File: config.mk
export PLATFORM = sky130hd
export DESIGN_NAME = seq_multiplier_flat
export DESIGN_NICKNAME = d
export VERILOG_FILES = /design/src/rtl/seq_multiplier_pkg.sv /design/src/rtl/seq_multiplier_if.sv /design/src/rtl/seq_multiplier_step_unit.sv /design/src/rtl/seq_multiplier.sv /design/src/flat_wrapper.sv
export SDC_FILE = /design/constraint.sdc
export NUM_CORES = 1
export LEC_CHECK = 0
export ABC_AREA = 1
export CELL_PAD_IN_SITES_DETAIL_PLACEMENT = 0
export CELL_PAD_IN_SITES_GLOBAL_PLACEMENT = 1
export CORE_ASPECT_RATIO = 1.25
export CORE_MARGIN = 1
export CORE_UTILIZATION = 30
export DETAILED_ROUTE_END_ITERATION = 8
export DONT_BUFFER_PORTS = 1
export GPL_ROUTABILITY_DRIVEN = 0
export PLACE_DENSITY_LB_ADDON = 0.1
export SLEW_MARGIN = 20
export SYNTH_ARGS = -nofsm -noshare
export SYNTH_HDL_FRONTEND = slang
export SYNTH_SLANG_ARGS = --single-unit
File: constraint.sdc
create_clock -name clk -period 4.5 [get_ports clk]
set_clock_uncertainty 0.05 [all_clocks]
set_input_delay 0.9 -clock clk [delete_from_list [all_inputs] [get_ports clk]]
set_output_delay 0.9 -clock clk [all_outputs]
set_load 0.02 [all_outputs]
File: src/rtl/seq_multiplier_pkg.sv
// Shared types and helpers for the iterative shift-add multiplier.
// Holds the control state encoding and the elaboration-time log2 helper.
package seq_multiplier_pkg;

    typedef enum logic [1:0] {
        S_IDLE = 2'd0,
        S_BUSY = 2'd1,
        S_DONE = 2'd2
    } state_t;

    // Ceiling log2; clog2(1) == 0.
    function automatic int clog2(input int value);
        int r;
        int v;
        r = 0;
        v = value - 1;
        while (v > 0) begin
            r++;
            v = v >> 1;
        end
        return r;
    endfunction

endpackage

File: src/rtl/seq_multiplier_if.sv
// Operand/product handshake bundle between a producer stage and the multiplier.
// The slave side is the multiplier; the master side drives operands and accepts products.
interface seq_multiplier_if #(
    parameter int WIDTH = 16
);

    logic                   in_valid;
    logic                   in_ready;
    logic [WIDTH-1:0]       a;
    logic [WIDTH-1:0]       b;
    logic                   is_signed;
    logic                   out_valid;
    logic                   out_ready;
    logic [2*WIDTH-1:0]     product;
    logic                   busy;

    modport master (
        output in_valid, a, b, is_signed, out_ready,
        input  in_ready, out_valid, product, busy
    );

    modport slave (
        input  in_valid, a, b, is_signed, out_ready,
        output in_ready, out_valid, product, busy
    );

endinterface

File: src/rtl/seq_multiplier_step_unit.sv
// One iteration of the shift-add multiplier: |a| times a BITS_PER_CYCLE-wide digit of |b|.
// Purely combinational; the caller positions the result in the accumulator.
module mul_step_unit #(
    parameter int WIDTH          = 16,
    parameter int BITS_PER_CYCLE = 1
) (
    input  logic [WIDTH-1:0]                a_mag,
    input  logic [BITS_PER_CYCLE-1:0]       digit,
    output logic [WIDTH+BITS_PER_CYCLE-1:0] pp
);

    localparam int PP_W = WIDTH + BITS_PER_CYCLE;

    always_comb begin
        pp = '0;
        for (int i = 0; i < BITS_PER_CYCLE; i++) begin
            if (digit[i]) begin
                pp = pp + (PP_W'(a_mag) << i);
            end
        end
    end

endmodule

File: src/rtl/seq_multiplier.sv
// Iterative WIDTH x WIDTH -> 2*WIDTH multiplier, signed or unsigned per operation.
// Works on magnitudes and applies the sign once, on the final step.
module seq_multiplier
    import seq_multiplier_pkg::*;
#(
    parameter int WIDTH          = 16,
    parameter int BITS_PER_CYCLE = 1
) (
    input  logic                  clk,
    input  logic                  rst_n,
    seq_multiplier_if.slave       bus
);

    localparam int K      = WIDTH / BITS_PER_CYCLE;
    localparam int CNT_W  = (K > 1) ? clog2(K) : 1;
    localparam int SH_W   = clog2(2 * WIDTH) + 1;
    localparam int BPC_LG = clog2(BITS_PER_CYCLE);
    localparam int PP_W   = WIDTH + BITS_PER_CYCLE;
    localparam int P_W    = 2 * WIDTH;
    localparam logic [CNT_W-1:0] LAST = CNT_W'(K - 1);

    if (!((BITS_PER_CYCLE == 1 || BITS_PER_CYCLE == 2 || BITS_PER_CYCLE == 4) &&
          (WIDTH % BITS_PER_CYCLE == 0) && (WIDTH >= 2) && (WIDTH % 2 == 0))) begin : g_bad_cfg
        $error("seq_multiplier: illegal WIDTH/BITS_PER_CYCLE combination");
    end

    // |v| for two's-complement input; -2^(WIDTH-1) maps to 2^(WIDTH-1), which fits unsigned.
    function automatic logic [WIDTH-1:0] magnitude(input logic [WIDTH-1:0] v, input logic sgn);
        logic signed [WIDTH-1:0] sv;
        sv = $signed(v);
        if (sgn && (sv < 0)) begin
            return ~v + WIDTH'(1);
        end
        return v;
    endfunction

    function automatic logic [P_W-1:0] sign_fix(input logic [P_W-1:0] mag, input logic neg);
        return neg ? (~mag + P_W'(1)) : mag;
    endfunction

    state_t             state;
    state_t             state_nxt;
    logic [WIDTH-1:0]   a_mag;
    logic [WIDTH-1:0]   b_sh;
    logic               neg;
    logic [CNT_W-1:0]   cnt;
    logic [P_W-1:0]     acc;
    logic [P_W-1:0]     acc_nxt;
    logic [P_W-1:0]     product_q;
    logic [PP_W-1:0]    pp;
    logic [SH_W-1:0]    shamt;
    logic               accept;
    logic               step;
    logic               op_neg;

    assign accept = (state == S_IDLE) && bus.in_valid;
    assign step   = (state == S_BUSY);
    assign op_neg = bus.is_signed & (bus.a[WIDTH-1] ^ bus.b[WIDTH-1]);

    always_ff @(posedge clk) begin
        if (!rst_n) begin
            state <= S_IDLE;
        end else begin
            state <= state_nxt;
        end
    end

    always_comb begin
        state_nxt = state;
        case (state)
            S_IDLE:  if (bus.in_valid)  state_nxt = S_BUSY;
            S_BUSY:  if (cnt == LAST)   state_nxt = S_DONE;
            S_DONE:  if (bus.out_ready) state_nxt = S_IDLE;
            default: state_nxt = S_IDLE;
        endcase
    end

    always_comb begin
        bus.in_ready  = 1'b0;
        bus.out_valid = 1'b0;
        bus.busy      = 1'b0;
        case (state)
            S_IDLE: bus.in_ready = 1'b1;
            S_BUSY: bus.busy     = 1'b1;
            S_DONE: begin
                bus.out_valid = 1'b1;
                bus.busy      = 1'b1;
            end
            default: ;
        endcase
    end

    mul_step_unit #(
        .WIDTH          (WIDTH),
        .BITS_PER_CYCLE (BITS_PER_CYCLE)
    ) u_step (
        .a_mag (a_mag),
        .digit (b_sh[BITS_PER_CYCLE-1:0]),
        .pp    (pp)
    );

    // Digit cnt carries weight 2^(cnt*BITS_PER_CYCLE).
    assign shamt   = SH_W'(cnt) << BPC_LG;
    assign acc_nxt = acc + (P_W'(pp) << shamt);

    always_ff @(posedge clk) begin
        if (!rst_n) begin
            a_mag     <= '0;
            b_sh      <= '0;
            neg       <= 1'b0;
            cnt       <= '0;
            acc       <= '0;
            product_q <= '0;
        end else if (accept) begin
            a_mag <= magnitude(bus.a, bus.is_signed);
            b_sh  <= magnitude(bus.b, bus.is_signed);
            neg   <= op_neg;
            cnt   <= '0;
            acc   <= '0;
        end else if (step) begin
            acc  <= acc_nxt;
            cnt  <= cnt + CNT_W'(1);
            b_sh <= b_sh >> BITS_PER_CYCLE;
            if (cnt == LAST) begin
                product_q <= sign_fix(acc_nxt, neg);
            end
        end
    end

    assign bus.product = product_q;

endmodule
File: src/flat_wrapper.sv
// flat-port wrapper written by rule: the top's interface ports become plain ports
module seq_multiplier_flat import seq_multiplier_pkg::*;
#(
    parameter int WIDTH          = 16,
    parameter int BITS_PER_CYCLE = 1
)
  (clk, rst_n, bus_in_valid, bus_a, bus_b, bus_is_signed, bus_out_ready, bus_in_ready, bus_out_valid, bus_product, bus_busy);
  seq_multiplier_if #(.WIDTH(WIDTH)) bus_i ();
  input  logic clk;
  input  logic rst_n;
  input wire logic [$bits(bus_i.in_valid)-1:0] bus_in_valid;
  input wire logic [$bits(bus_i.a)-1:0] bus_a;
  input wire logic [$bits(bus_i.b)-1:0] bus_b;
  input wire logic [$bits(bus_i.is_signed)-1:0] bus_is_signed;
  input wire logic [$bits(bus_i.out_ready)-1:0] bus_out_ready;
  output wire logic [$bits(bus_i.in_ready)-1:0] bus_in_ready;
  output wire logic [$bits(bus_i.out_valid)-1:0] bus_out_valid;
  output wire logic [$bits(bus_i.product)-1:0] bus_product;
  output wire logic [$bits(bus_i.busy)-1:0] bus_busy;
  assign bus_i.in_valid = bus_in_valid;
  assign bus_i.a = bus_a;
  assign bus_i.b = bus_b;
  assign bus_i.is_signed = bus_is_signed;
  assign bus_i.out_ready = bus_out_ready;
  assign bus_in_ready = bus_i.in_ready;
  assign bus_out_valid = bus_i.out_valid;
  assign bus_product = bus_i.product;
  assign bus_busy = bus_i.busy;
  seq_multiplier #(.WIDTH(WIDTH), .BITS_PER_CYCLE(BITS_PER_CYCLE)) u_core (.clk(clk), .rst_n(rst_n), .bus(bus_i));
endmodule
==> out/results.txt <==
Slew at the pin closest to its max-slew limit: 0.801 ns
Core area: 29,300 um^2
Final layout net count: 1,608
CTS tree: built
Num rows: 70
Die height: 195 um
Skew-Pair Late Insertion Delay: 0.37 ns
Slew headroom: 46.6%
Clk sinks: 103
Antenna violations before repair: 0
I/O pin cnt: 72
Reg clk slew, reported paths: 0.08 ns
TritonCTS buffer count: 9
Via Count: 9,296
# setup viols final: 0
Vias in the first global route: 9,011
H-Tree Depth: 3
Mapped Avg Cell Area: 5.76 um^2
Most frequent cells in the layout: 523 x nand2_1, 219 x inv_1, 118 x nor2_1
Seq cells post-synth: 103
Leakage power: 5.01 nW
Initial cell density of the core: 30.5%
Tmin final: 4.11 ns
Gr ovfl total: 0
Largest net degree at the start of global routing: 69
Post-synthesis cell type count: 46
Setup CP Type: flop to flop
Final Hold Viols: 0
Max VDD drop: 0.427 mV
Final worst-path cycle share: 91.4%
CP endpoint: u_core.bus.product[26]
Critical Path Start Type: flop
Residual DRC count: 0
Sequential element share of the synthesized area: 23.0%
Total wire length: 32.3 mm
Req. time, crit path: 4.71 ns
DRT iter0 DRCs: 533
Syn Inst Count: 1,554
Final instance area: 9770 um^2
Status: finished clean
Placed instance area: 9380 um^2
Hold_sp: u_core.a_mag[11]
Root Buffer Master: clkbuf_16
Most common cell after layout, fill and taps aside: nand2_1
Hold Buf Count CTS: 0
PortBufs: 0
Average wire per standard cell: 16.7 um
Total GRT Usage: 21.8%
Final HPWL DP: 26.2 mm
RSZ-0062 raised after global routing: false
Layout cell share with drive strength beyond 1: 7.81%
Die footprint: 30,600 um^2
Min-delay worst type: flop to flop
Max frequency: 243 MHz
Crit path capture type: flop
Layout area overhead: 9.05%
PwrDens: 422 nW/um^2
DR vias/cell: 4.81
Max-cap check violation count: 0
First-pass GRT wire length: 50.6 mm
R2R Path Start: u_core.b_sh[0]
Power after layout: 0.00413 W
Synthesized cell area: 8960 um^2
Synth Warn #: 0
Worst reg2reg endpoint: u_core.bus.product[26]
Die span in x: 157 um
ANT nets after route: 0
N_diodes: 0
Largest fanout on the critical path: 20
Post-Route Setup TNS: 0 ns
Reg2Reg Setup Slack: 0.39 ns
CTS Buffer Depth: 2
Critical path arrival: 4.32 ns
Mapped Nets: 1,630
Critical Path Source: u_core.b_sh[0]
R2R depth: 24
1st-pass router iterations: 5
Pins Over Slew Limit: 0
[through the flow]
| stage | std cells | setup WS, ns | hold slack [ns] | util [%] |
|---|---|---|---|---|
| 2_1_floorplan | 1554 | 1.11 | 0.376 | - |
| 3_3_place_gp | 1915 | 0.00298 | 0.393 | 32.0 |
| 3_5_place_dp | 1915 | 0.192 | 0.397 | 32.0 |
| 4_1_cts | 1931 | 0.166 | 0.413 | 33.2 |
| 5_1_grt | 1933 | 0.00148 | 0.426 | 33.3 |
| 6_report | 1933 | 0.389 | 0.415 | 33.3 |
[what timing repair did]
item | CTS | global route
setup endpoints to repair | 0 | 15
buffers inserted | 0 | 2
gates resized for setup | 0 | 15
[layer usage]
layer | global-route usage (%) | share of wire, % | vias to the layer above
met1 | 27.5 | 46 | 4208
met3 | 3.40 | 3.9 | 33
met2 | 37.8 | 48 | 166
li1 | - | - | 4889
met5 | 0 | 0 | -
met4 | 6.64 | 2.2 | 0
[sequential cells by signal (all words and copies together) (netlist names)]
signal and count:
u_core.a_mag 16, u_core.acc 32, u_core.b_sh 16, u_core.bus.product 32, u_core.cnt 4, u_core.neg 1, u_core.state 2
[report_power, final]
group	switching [W]	internal, W	total, W	leakage (nW)
registers	0.0000974	0.00106	0.00116	0.837
logic	0.00140	0.000603	0.00201	4.00
clock network	0.000405	0.000554	0.000959	0.174
[critical path: stages (launching register included)]
cell	delay [ns]
dfxtp_1	0.33
buf_4	0.22
nand2_1	0.13
o21ai_0	0.16
inv_1	0.07
o21ai_0	0.36
o21ai_0	0.23
o21ai_1	0.29
ha_1	0.35
nand2_1	0.19
inv_2	0.06
nand2_1	0.06
nand2_1	0.10
a21oi_1	0.24
nand3_1	0.13
nand2_2	0.12
nand2_4	0.07
nor2_2	0.13
nand3_2	0.15
o21ai_2	0.24
nand2_1	0.07
nand2_1	0.06
nand3_1	0.07
nand2_1	0.09
inv_1	0.03
[cells in the mapped netlist (all sizes together)]
cell type  number  share of area (%)
inv           239                 10
o22ai           4               0.28
a22o            1              0.098
clkinv          5               0.21
o21bai          1              0.084
a21oi          67                3.8
o221ai          6               0.59
a31oi           4               0.28
o31ai           1              0.084
buf             8               0.43
nor4            1              0.070
nand4          15                1.0
ha             38                5.3
o32ai           1              0.098
xor2           24                2.3
dfxtp         103                 23
o21ai         111                6.3
and3            1              0.070
o211ai         34                2.8
nand3         108                6.4
mux2i           7               0.78
or2             2               0.17
clkbuf         41                1.7
a31o            1              0.098
nand2         550                 24
fa              1               0.22
nor2          140                6.8
nand3b          6               0.64
and2           10               0.73
a32o            4               0.45
nor3           17               0.95
xnor2           3               0.29
[cell families (layout without fill, tap and decap cells)]
family	Yosys count	in the layout	share of synthesized area, %
buffers and inverters	293	276	12.4
DFF	103	103	23.0
muxes	7	7	0.782
AOI/OAI and AO/OA	235	235	15.0
xor gates and xnor gates	27	27	2.64
adders and majority gates	39	39	5.53
and+or+nand+nor	850	850	40.6
[worst min path at each step]
stage,endpoint,slack (ns),cells after the start
floorplan,u_core.a_mag[11],0.38,2
global placement,u_core.a_mag[11],0.39,2
detailed placement,u_core.a_mag[13],0.40,2
CTS,u_core.a_mag[13],0.41,2
global route,u_core.a_mag[11],0.43,2
finish,u_core.a_mag[11],0.41,2
[area by class of cell]
class / instances / area [um^2]
Multi-Input combinational cell: 1158 / 5820
Inverter: 244 / 920
Clock buffer: 9 / 225
Clock inverter: 7 / 126
Timing Repair Buffer: 16 / 118
Fill cell: 3350 / 19600
Tap cell: 396 / 495
Sequential cell: 103 / 2060
Power figures use the tool's default switching activity.
